<file path="config.mk">
export PLATFORM = sky130hd
export DESIGN_NAME = id_stage_flat
export DESIGN_NICKNAME = d
export VERILOG_FILES = /design/src/rtl/rv_pkg.sv /design/src/rtl/id_stage_if.sv /design/src/rtl/id_decode.sv /design/src/rtl/id_stage.sv /design/src/flat_wrapper.sv
export SDC_FILE = /design/constraint.sdc
export NUM_CORES = 1
export LEC_CHECK = 0
export BUFFER_PORTS_ARGS = -buffer_cell sky130_fd_sc_hd__buf_4
export CELL_PAD_IN_SITES_DETAIL_PLACEMENT = 0
export CELL_PAD_IN_SITES_GLOBAL_PLACEMENT = 2
export CORE_MARGIN = 3
export CORE_UTILIZATION = 34
export CTS_CLUSTER_SIZE = 10
export DETAILED_ROUTE_END_ITERATION = 16
export PLACE_DENSITY = 0.88
export SYNTH_ARGS = -nofsm -noshare
export SYNTH_HDL_FRONTEND = slang
export SYNTH_SLANG_ARGS = --single-unit
export TNS_END_PERCENT = 50
</file>
<file path="constraint.sdc">
create_clock -name clk -period 4.21 [get_ports clk]
set_input_delay 0.6315 -clock clk [delete_from_list [all_inputs] [get_ports clk]]
set_output_delay 0.6315 -clock clk [all_outputs]
set_load 0.02 [all_outputs]
</file>
<file path="src/rtl/rv_pkg.sv">
// rv_pkg: shared RV32I decode definitions.
//   XLEN        datapath width
//   OPC_*       major opcode values (inst[6:0])
//   imm_fmt_t   immediate encoding selected by the decoder
//   id_state_t  decode-stage FSM states
//   idex_t      contents of the ID/EX pipeline register
package rv_pkg;

    localparam int XLEN = 32;

    localparam logic [6:0] OPC_LOAD   = 7'b0000011;
    localparam logic [6:0] OPC_STORE  = 7'b0100011;
    localparam logic [6:0] OPC_BRANCH = 7'b1100011;
    localparam logic [6:0] OPC_JAL    = 7'b1101111;
    localparam logic [6:0] OPC_JALR   = 7'b1100111;
    localparam logic [6:0] OPC_OP     = 7'b0110011;
    localparam logic [6:0] OPC_OP_IMM = 7'b0010011;
    localparam logic [6:0] OPC_LUI    = 7'b0110111;
    localparam logic [6:0] OPC_AUIPC  = 7'b0010111;
    localparam logic [6:0] OPC_SYSTEM = 7'b1110011;

    typedef enum logic [2:0] {
        IMM_R,
        IMM_I,
        IMM_S,
        IMM_B,
        IMM_U,
        IMM_J
    } imm_fmt_t;

    typedef enum logic {
        RUN,
        STALL
    } id_state_t;

    typedef struct packed {
        logic            valid;
        logic [XLEN-1:0] pc;
        logic [XLEN-1:0] op1;
        logic [XLEN-1:0] op2;
        logic [XLEN-1:0] imm;
        logic [4:0]      rd;
        logic            we;
        logic [6:0]      opcode;
        logic [2:0]      funct3;
        logic            funct7b5;
        logic            is_load;
        logic            illegal;
    } idex_t;

endpackage

</file>
<file path="src/rtl/id_stage_if.sv">
// id_stage_if: decode -> execute bundle (ID/EX register contents + ready).
//   master  driven by id_stage (all ex_* outputs, ex_ready input)
//   slave   seen by the execute stage
interface id_stage_if;
    import rv_pkg::*;

    logic            ex_ready;
    logic            ex_valid;
    logic [XLEN-1:0] ex_pc;
    logic [XLEN-1:0] ex_op1;
    logic [XLEN-1:0] ex_op2;
    logic [XLEN-1:0] ex_imm;
    logic [4:0]      ex_rd;
    logic            ex_we;
    logic [6:0]      ex_opcode;
    logic [2:0]      ex_funct3;
    logic            ex_funct7b5;
    logic            ex_is_load;
    logic            ex_illegal;

    modport master (
        input  ex_ready,
        output ex_valid, ex_pc, ex_op1, ex_op2, ex_imm, ex_rd, ex_we,
               ex_opcode, ex_funct3, ex_funct7b5, ex_is_load, ex_illegal
    );

    modport slave (
        output ex_ready,
        input  ex_valid, ex_pc, ex_op1, ex_op2, ex_imm, ex_rd, ex_we,
               ex_opcode, ex_funct3, ex_funct7b5, ex_is_load, ex_illegal
    );

endinterface

</file>
<file path="src/rtl/id_decode.sv">
// id_decode: combinational RV32I field decoder.
//   inst      instruction word held in IF/ID
//   uses_rs1  instruction reads rs1
//   uses_rs2  instruction reads rs2
//   writes_rd instruction produces a result in rd (before the x0 check)
//   illegal   opcode not recognised
//   imm       sign-extended immediate (0 for R-type / illegal)
module id_decode
    import rv_pkg::*;
(
    input  logic [XLEN-1:0] inst,
    output logic            uses_rs1,
    output logic            uses_rs2,
    output logic            writes_rd,
    output logic            illegal,
    output logic [XLEN-1:0] imm
);

    logic [6:0] opcode;
    imm_fmt_t   fmt;

    assign opcode = inst[6:0];

    always_comb begin
        uses_rs1  = 1'b1;
        uses_rs2  = 1'b0;
        writes_rd = 1'b1;
        illegal   = 1'b0;
        fmt       = IMM_R;
        case (opcode)
            OPC_LOAD, OPC_JALR, OPC_OP_IMM, OPC_SYSTEM: fmt = IMM_I;
            OPC_OP: uses_rs2 = 1'b1;
            OPC_STORE: begin
                uses_rs2  = 1'b1;
                writes_rd = 1'b0;
                fmt       = IMM_S;
            end
            OPC_BRANCH: begin
                uses_rs2  = 1'b1;
                writes_rd = 1'b0;
                fmt       = IMM_B;
            end
            OPC_LUI, OPC_AUIPC: begin
                uses_rs1 = 1'b0;
                fmt      = IMM_U;
            end
            OPC_JAL: begin
                uses_rs1 = 1'b0;
                fmt      = IMM_J;
            end
            default: begin
                // unknown opcodes must not touch the register file
                uses_rs1  = 1'b0;
                writes_rd = 1'b0;
                illegal   = 1'b1;
            end
        endcase
    end

    always_comb begin
        imm = '0;
        case (fmt)
            IMM_I:   imm = {{20{inst[31]}}, inst[31:20]};
            IMM_S:   imm = {{20{inst[31]}}, inst[31:25], inst[11:7]};
            IMM_B:   imm = {{19{inst[31]}}, inst[31], inst[7], inst[30:25], inst[11:8], 1'b0};
            IMM_U:   imm = {inst[31:12], 12'b0};
            IMM_J:   imm = {{11{inst[31]}}, inst[31], inst[19:12], inst[20], inst[30:21], 1'b0};
            default: imm = '0;
        endcase
    end

endmodule

</file>
<file path="src/rtl/id_stage.sv">
// id_stage: RV32I instruction-decode stage wrapped around the register file.
//   clk, rst            pipeline clock; asynchronous active-low reset
//   if_valid/inst/pc    fetch side; id_ready = IF/ID accepts this cycle
//   flush               redirect; kills IF/ID and ID/EX on the next edge
//   re1/re2, raddr1/2   register file read ports; rdata1/2 combinational
//   wb_we/waddr/wdata   write-back port (also written into the regfile)
//   ex                  id_stage_if.master: ID/EX register to execute
// Build option: ID_FWD_EN defined -> write-back data is bypassed into the
// operands; undefined -> a write-back RAW costs a one-cycle stall instead.
//
// state | meaning
// RUN   | normal issue; hazards are evaluated every cycle
// STALL | bubble was just inserted; the held instruction issues now
module id_stage
    import rv_pkg::*;
(
    input  logic            clk,
    input  logic            rst,
    input  logic            if_valid,
    input  logic [XLEN-1:0] if_inst,
    input  logic [XLEN-1:0] if_pc,
    output logic            id_ready,
    input  logic            flush,
    output logic            re1,
    output logic            re2,
    output logic [4:0]      raddr1,
    output logic [4:0]      raddr2,
    input  logic [XLEN-1:0] rdata1,
    input  logic [XLEN-1:0] rdata2,
    input  logic            wb_we,
    input  logic [4:0]      wb_waddr,
    input  logic [XLEN-1:0] wb_wdata,
    id_stage_if.master      ex
);

    logic            ifid_valid;
    logic [XLEN-1:0] ifid_inst;
    logic [XLEN-1:0] ifid_pc;

    idex_t     idex_q, idex_d;
    id_state_t state_q, state_d;

    logic            uses_rs1, uses_rs2, writes_rd, illegal;
    logic [XLEN-1:0] imm;
    logic [4:0]      rs1, rs2, rd;
    logic            rs1_used, rs2_used;
    logic            wb_hit1, wb_hit2;
    logic            load_use, wb_raw, stall;
    logic [XLEN-1:0] op1, op2;

    id_decode u_decode (
        .inst      (ifid_inst),
        .uses_rs1  (uses_rs1),
        .uses_rs2  (uses_rs2),
        .writes_rd (writes_rd),
        .illegal   (illegal),
        .imm       (imm)
    );

    assign rs1 = ifid_inst[19:15];
    assign rs2 = ifid_inst[24:20];
    assign rd  = ifid_inst[11:7];

    assign rs1_used = ifid_valid && uses_rs1;
    assign rs2_used = ifid_valid && uses_rs2;

    assign re1    = rs1_used;
    assign re2    = rs2_used;
    assign raddr1 = rs1;
    assign raddr2 = rs2;

    assign load_use = idex_q.valid && idex_q.is_load && (idex_q.rd != 5'd0) &&
                      ((rs1_used && (rs1 == idex_q.rd)) ||
                       (rs2_used && (rs2 == idex_q.rd)));

    assign wb_hit1 = wb_we && (wb_waddr != 5'd0) && (wb_waddr == rs1);
    assign wb_hit2 = wb_we && (wb_waddr != 5'd0) && (wb_waddr == rs2);

`ifdef ID_FWD_EN
    assign wb_raw = 1'b0;
    assign op1    = (rs1 == 5'd0) ? '0 : (wb_hit1 ? wb_wdata : rdata1);
    assign op2    = (rs2 == 5'd0) ? '0 : (wb_hit2 ? wb_wdata : rdata2);
`else
    // without the bypass the write-back data only reaches us through the
    // register file one cycle later
    logic wb_wdata_unused;
    assign wb_wdata_unused = ^wb_wdata;
    assign wb_raw = (rs1_used && wb_hit1) || (rs2_used && wb_hit2);
    assign op1    = (rs1 == 5'd0) ? '0 : rdata1;
    assign op2    = (rs2 == 5'd0) ? '0 : rdata2;
`endif

    // STALL never re-stalls: the bubble already cleared the load from ID/EX
    // and the write-back has committed, so the held instruction issues.
    assign stall    = (state_q == RUN) && (load_use || wb_raw);
    assign id_ready = ex.ex_ready && !stall;

    always_comb begin
        state_d = RUN;
        idex_d  = idex_q;
        if (flush) begin
            idex_d = '0;
        end else if (ex.ex_ready) begin
            idex_d = '0;
            if (stall) begin
                state_d = STALL;
            end else if (ifid_valid) begin
                idex_d.valid    = 1'b1;
                idex_d.pc       = ifid_pc;
                idex_d.op1      = op1;
                idex_d.op2      = op2;
                idex_d.imm      = imm;
                idex_d.rd       = rd;
                idex_d.we       = writes_rd && (rd != 5'd0);
                idex_d.opcode   = ifid_inst[6:0];
                idex_d.funct3   = ifid_inst[14:12];
                idex_d.funct7b5 = ifid_inst[30];
                idex_d.is_load  = (ifid_inst[6:0] == OPC_LOAD);
                idex_d.illegal  = illegal;
            end
        end
    end

    always_ff @(posedge clk or negedge rst) begin
        if (!rst) begin
            state_q <= RUN;
            idex_q  <= '0;
        end else begin
            state_q <= state_d;
            idex_q  <= idex_d;
        end
    end

    always_ff @(posedge clk or negedge rst) begin
        if (!rst) begin
            ifid_valid <= 1'b0;
            ifid_inst  <= '0;
            ifid_pc    <= '0;
        end else if (flush) begin
            ifid_valid <= 1'b0;
        end else if (id_ready) begin
            ifid_valid <= if_valid;
            if (if_valid) begin
                ifid_inst <= if_inst;
                ifid_pc   <= if_pc;
            end
        end
    end

    assign ex.ex_valid    = idex_q.valid;
    assign ex.ex_pc       = idex_q.pc;
    assign ex.ex_op1      = idex_q.op1;
    assign ex.ex_op2      = idex_q.op2;
    assign ex.ex_imm      = idex_q.imm;
    assign ex.ex_rd       = idex_q.rd;
    assign ex.ex_we       = idex_q.we;
    assign ex.ex_opcode   = idex_q.opcode;
    assign ex.ex_funct3   = idex_q.funct3;
    assign ex.ex_funct7b5 = idex_q.funct7b5;
    assign ex.ex_is_load  = idex_q.is_load;
    assign ex.ex_illegal  = idex_q.illegal;

endmodule

</file>
<file path="src/flat_wrapper.sv">
// flat-port wrapper written by rule: the top's interface ports become plain ports
module id_stage_flat import rv_pkg::*;
  (clk, rst, if_valid, if_inst, if_pc, id_ready, flush, re1, re2, raddr1, raddr2, rdata1, rdata2, wb_we, wb_waddr, wb_wdata, ex_ex_ready, ex_ex_valid, ex_ex_pc, ex_ex_op1, ex_ex_op2, ex_ex_imm, ex_ex_rd, ex_ex_we, ex_ex_opcode, ex_ex_funct3, ex_ex_funct7b5, ex_ex_is_load, ex_ex_illegal);
  id_stage_if ex_i ();
  input  logic clk;
  input  logic rst;
  input  logic if_valid;
  input  logic [XLEN-1:0] if_inst;
  input  logic [XLEN-1:0] if_pc;
  output logic id_ready;
  input  logic flush;
  output logic re1;
  output logic re2;
  output logic [4:0] raddr1;
  output logic [4:0] raddr2;
  input  logic [XLEN-1:0] rdata1;
  input  logic [XLEN-1:0] rdata2;
  input  logic wb_we;
  input  logic [4:0] wb_waddr;
  input  logic [XLEN-1:0] wb_wdata;
  input wire logic [$bits(ex_i.ex_ready)-1:0] ex_ex_ready;
  output wire logic [$bits(ex_i.ex_valid)-1:0] ex_ex_valid;
  output wire logic [$bits(ex_i.ex_pc)-1:0] ex_ex_pc;
  output wire logic [$bits(ex_i.ex_op1)-1:0] ex_ex_op1;
  output wire logic [$bits(ex_i.ex_op2)-1:0] ex_ex_op2;
  output wire logic [$bits(ex_i.ex_imm)-1:0] ex_ex_imm;
  output wire logic [$bits(ex_i.ex_rd)-1:0] ex_ex_rd;
  output wire logic [$bits(ex_i.ex_we)-1:0] ex_ex_we;
  output wire logic [$bits(ex_i.ex_opcode)-1:0] ex_ex_opcode;
  output wire logic [$bits(ex_i.ex_funct3)-1:0] ex_ex_funct3;
  output wire logic [$bits(ex_i.ex_funct7b5)-1:0] ex_ex_funct7b5;
  output wire logic [$bits(ex_i.ex_is_load)-1:0] ex_ex_is_load;
  output wire logic [$bits(ex_i.ex_illegal)-1:0] ex_ex_illegal;
  assign ex_i.ex_ready = ex_ex_ready;
  assign ex_ex_valid = ex_i.ex_valid;
  assign ex_ex_pc = ex_i.ex_pc;
  assign ex_ex_op1 = ex_i.ex_op1;
  assign ex_ex_op2 = ex_i.ex_op2;
  assign ex_ex_imm = ex_i.ex_imm;
  assign ex_ex_rd = ex_i.ex_rd;
  assign ex_ex_we = ex_i.ex_we;
  assign ex_ex_opcode = ex_i.ex_opcode;
  assign ex_ex_funct3 = ex_i.ex_funct3;
  assign ex_ex_funct7b5 = ex_i.ex_funct7b5;
  assign ex_ex_is_load = ex_i.ex_is_load;
  assign ex_ex_illegal = ex_i.ex_illegal;
  id_stage u_core (.clk(clk), .rst(rst), .if_valid(if_valid), .if_inst(if_inst), .if_pc(if_pc), .id_ready(id_ready), .flush(flush), .re1(re1), .re2(re2), .raddr1(raddr1), .raddr2(raddr2), .rdata1(rdata1), .rdata2(rdata2), .wb_we(wb_we), .wb_waddr(wb_waddr), .wb_wdata(wb_wdata), .ex(ex_i));
endmodule
</file>
==> run_results.csv <==
group,metric,value,unit
outcome,status,"finished, final reports clean",
critical_path,path_buf_inv,1,
critical_path,worstPathMaxFanout,14,
critical_path,crit_arrival,2.76,ns
critical_path,crit_start,"u_core.ifid_inst[4]",
cts,ctsLongestPathBuffers,3,
detailed_routing,via_per_inst,5.28,
detailed_routing,wl_met2,12.7,mm
detailed_routing,drt_iter0_drc,513,
floorplanning,die_area,28400,um2
detailed_routing,firstDrtPassIters,5,
cts,ctsResizeCount,0,
critical_path,worstRegToRegCells,7,
cts,htree_num_levels,1,
timing,rsz0062_at_grt,"no",
critical_path,crit-reg2reg-launch,"u_core.ex.ex_rd[0]",
cts,holdBufCountCts,0,
power,powerDensity,421,nW/um2
place,port_buffers,299,
timing,fmax,295,MHz
detailed_routing,vias,6795,
critical_path,end_kind,"output pin",
grt,grt_max_degree,117,
power,p_leak,0.00601,uW
finish,fin_area,12200,um2
cts,post_cts_buffers,0,
critical_path,path_cells,"nand2b_1 > a2111oi_2 > and2_1 > o2111ai_4 > and3_1 > buf_4",
logic_synthesis,syn_area,8990,um2
run,maxCapViolCount,0,
logic_synthesis,muxShareOfSynthArea,0.101,
power,power.total,5130,uW
critical_path,worst_path_largest_cell_delay,0.52,ns
timing,whs,0.205,ns
floorplanning,die_w,169,um
critical_path,required,3.58,ns
timing,final-hold-violation-count,0,
timing,maxSlewViolCount,0,
detailed_routing,highest_layer,"met4",
timing,setup_slack,0.820,ns
timing,setup-violations-final,0,
finish,drive_gt1_frac,0.440,
logic_synthesis,synth_warnings,0,
detailed_routing,route.met3.wl,2.04,mm
logic_synthesis,synth-seq-cells,214,
detailed_routing,detail-route-antenna-nets,0,
floorplanning,start_util,0.351,
grt,grt_pass1_vias,7099,
logic_synthesis,syn_avg_cell_area,13.4,um2
grt,grtUsageTotal,0.185,
detailed_routing,routedWlPerCell,21.1,um
logic_synthesis,synthCells,671,
critical_path,rrSetupSlack,1.27,ns
critical_path,slowest_stage,"dfrtp_1",
cts,tritoncts,"built",
logic_synthesis,synth_xor_area_frac,0.0205,
logic_synthesis,seq_area_frac_synth,0.596,
logic_synthesis,syn_nets,842,
place,gp_congestion,0.783,
logic_synthesis,synth_compound_area_frac,0.178,
floorplanning,die_h,169,um
logic_synthesis,yosys.area_share.simple,0.0614,
finish,syn_to_final_growth,35.7,%
detailed_routing,drc_errors,0,
critical_path,reg2reg_to,"u_core.ex.ex_op2[24]",
finish,fillers,2333,
logic_synthesis,ys_types,46,
critical_path,crit_cells,6,
logic_synthesis,synth_top_family_by_area,"compound AO/OA/AOI/OAI gates",
place,pre_cts_ws,1.08,ns
cts,cts_sinks,214,
floorplanning,rows,58,
critical_path,critical_path_class,"flop to output pin",
place,hpwl,18.5,mm
logic_synthesis,synth-adder-area-share,0,
detailed_routing,wl_met1,11.8,mm
floorplanning,core-area,25600,um2
finish,final_nets,1118,
grt,antenna_found_initial,0,
critical_path,cp-start-kind,"flop",
cts,path_clk_slew,0.06,ns
timing,period_share,0.805,
cts,numCtsBuffers,26,
timing,tns,0,ns
finish,antenna_cells,0,
grt,grt_pass1_wl,42.4,mm
timing,skew,0.0145,ns
power,vdd_drop_max,414,uV
cts,clock_latency,0.52,ns
cts,cts-root-buf,"clkbuf_16",
place,dpl-instance-area,11400,um2
min_path,min_path_type,"primary input to async pin",
floorplanning,io_pins,332,
timing,worstMarginPinSlew,1.11,ns
timing,timing.final.crit_period,3.39,ns
critical_path,critPathCapture,"id_ready",
critical_path,crit_family,"simple AND/OR/NAND/NOR gates",
grt,globalRouteOverflowTotal,0,
detailed_routing,drt_wl_total,27.1,mm
timing,relSlewSlack,0.258,
-- cells by family after synthesis --
| logic type | count (synthesis) |
|---|---|
| buffers and inverters | 69 |
| AOI/OAI and AO/OA | 199 |
| xor gates and xnor gates | 21 |
| and+or+nand+nor | 104 |
| muxes | 64 |
| DFF | 214 |
-- how the worst min path moves through the flow --
stage / endpoint / startpoint / slack [ns] / cells past startpoint
floorplan: u_core.ex.ex_funct3[0] / rst / 0.34 / 0
global placement: u_core.ex.ex_imm[15] / u_core.ex.ex_imm[15] / 0.47 / 2
detailed placement: u_core.ex.ex_imm[27] / u_core.ex.ex_imm[27] / 0.47 / 2
CTS: u_core.ifid_pc[30] / rst / 0.22 / 1
global route: u_core.ifid_pc[30] / rst / 0.26 / 1
finish: u_core.ifid_pc[30] / rst / 0.21 / 1
-- cell usage after synthesis, drive strengths merged --
| library cell | n | area (um2) |
|---|---|---|
| a2111oi | 1 | 15.0 |
| a211oi | 2 | 15.0 |
| a21boi | 1 | 7.51 |
| a21o | 3 | 22.5 |
| a21oi | 36 | 180 |
| a22o | 45 | 394 |
| a31oi | 2 | 12.5 |
| a32o | 70 | 701 |
| and2 | 1 | 6.26 |
| and3 | 7 | 43.8 |
| and3b | 2 | 17.5 |
| and4 | 1 | 8.76 |
| buf | 32 | 257 |
| clkbuf | 34 | 128 |
| dfrtp | 214 | 5360 |
| inv | 3 | 11.3 |
| mux2 | 64 | 905 |
| nand2 | 37 | 141 |
| nand2b | 10 | 62.6 |
| nand3 | 12 | 60.1 |
| nand3b | 2 | 15.0 |
| nand4 | 3 | 25.0 |
| nor2 | 7 | 26.3 |
| nor2b | 3 | 18.8 |
| nor3 | 6 | 30.0 |
| nor3b | 5 | 37.5 |
| nor4 | 5 | 37.5 |
| o2111a | 1 | 11.3 |
| o2111ai | 1 | 26.3 |
| o211a | 1 | 10.0 |
| o211ai | 3 | 27.5 |
| o21ai | 28 | 140 |
| o21bai | 3 | 22.5 |
| o22a | 1 | 8.76 |
| o22ai | 1 | 6.26 |
| or2 | 1 | 6.26 |
| or4 | 2 | 15.0 |
| xnor2 | 13 | 114 |
| xor2 | 8 | 70.1 |
-- stage by stage --
stage	cells	utilization
2_1_floorplan	671	-
3_3_place_gp	1249	0.446
3_5_place_dp	1249	0.446
4_1_cts	1286	0.476
5_1_grt	1286	0.476
6_report	1286	0.476
-- sequential cells by signal (all words and copies together), names as in the netlist, 3 cells and up --
| register | count |
|---|---|
| u_core.ifid_inst | 32 |
| u_core.ex.ex_opcode | 7 |
| u_core.ex.ex_pc | 32 |
| u_core.ex.ex_op1 | 32 |
| u_core.ex.ex_imm | 32 |
| u_core.ifid_pc | 32 |
| u_core.ex.ex_funct3 | 3 |
| u_core.ex.ex_op2 | 32 |
| u_core.ex.ex_rd | 5 |
-- cell usage in the layout, fill, tap and decap left out, types with 2 or more instances in the layout --
cell	count
clkbuf_1	4
nand2_1	36
o211ai_1	2
a32o_1	70
a31oi_1	2
a21o_1	3
dfrtp_1	214
a211oi_1	2
nand3_1	12
clkbuf_16	27
a22o_1	45
nor2_1	6
or4_1	2
nand3b_1	2
o21bai_1	3
and3_1	7
mux2_4	49
nor4_2	2
nor4_1	3
xor2_1	8
nor2b_1	3
inv_1	3
nand2b_1	10
buf_4	312
clkbuf_8	6
nor3_1	6
nand4_1	2
nor3b_1	5
o21ai_0	28
a21oi_1	36
mux2_2	15
xnor2_1	13
-- area by class of cell --
cell class	count	area [um2]	area share
Inverter	3	11.3	0.000923
Multi-Input combinational cell	388	3270	0.268
Timing Repair Buffer	314	2380	0.195
Clock buffer	37	773	0.0634
Tap cell	330	413	0.0339
Sequential cell	214	5360	0.439
-- power breakdown --
group	switching (uW)	leakage, uW	total [uW]	internal [uW]
logic	319	0.00278	696	377
clock network	809	0.000381	2060	1250
registers	180	0.00284	2380	2200
total	1310	0.00601	5130	3820
-- per-layer routing --
metal / up-vias / GRT usage
li1: 3057 / -
met1: 3448 / 0.255
met2: 260 / 0.296
met3: 30 / 0.0490
met4: 0 / 0.0377
met5: - / 0
(Power assumes the default switching activity.)
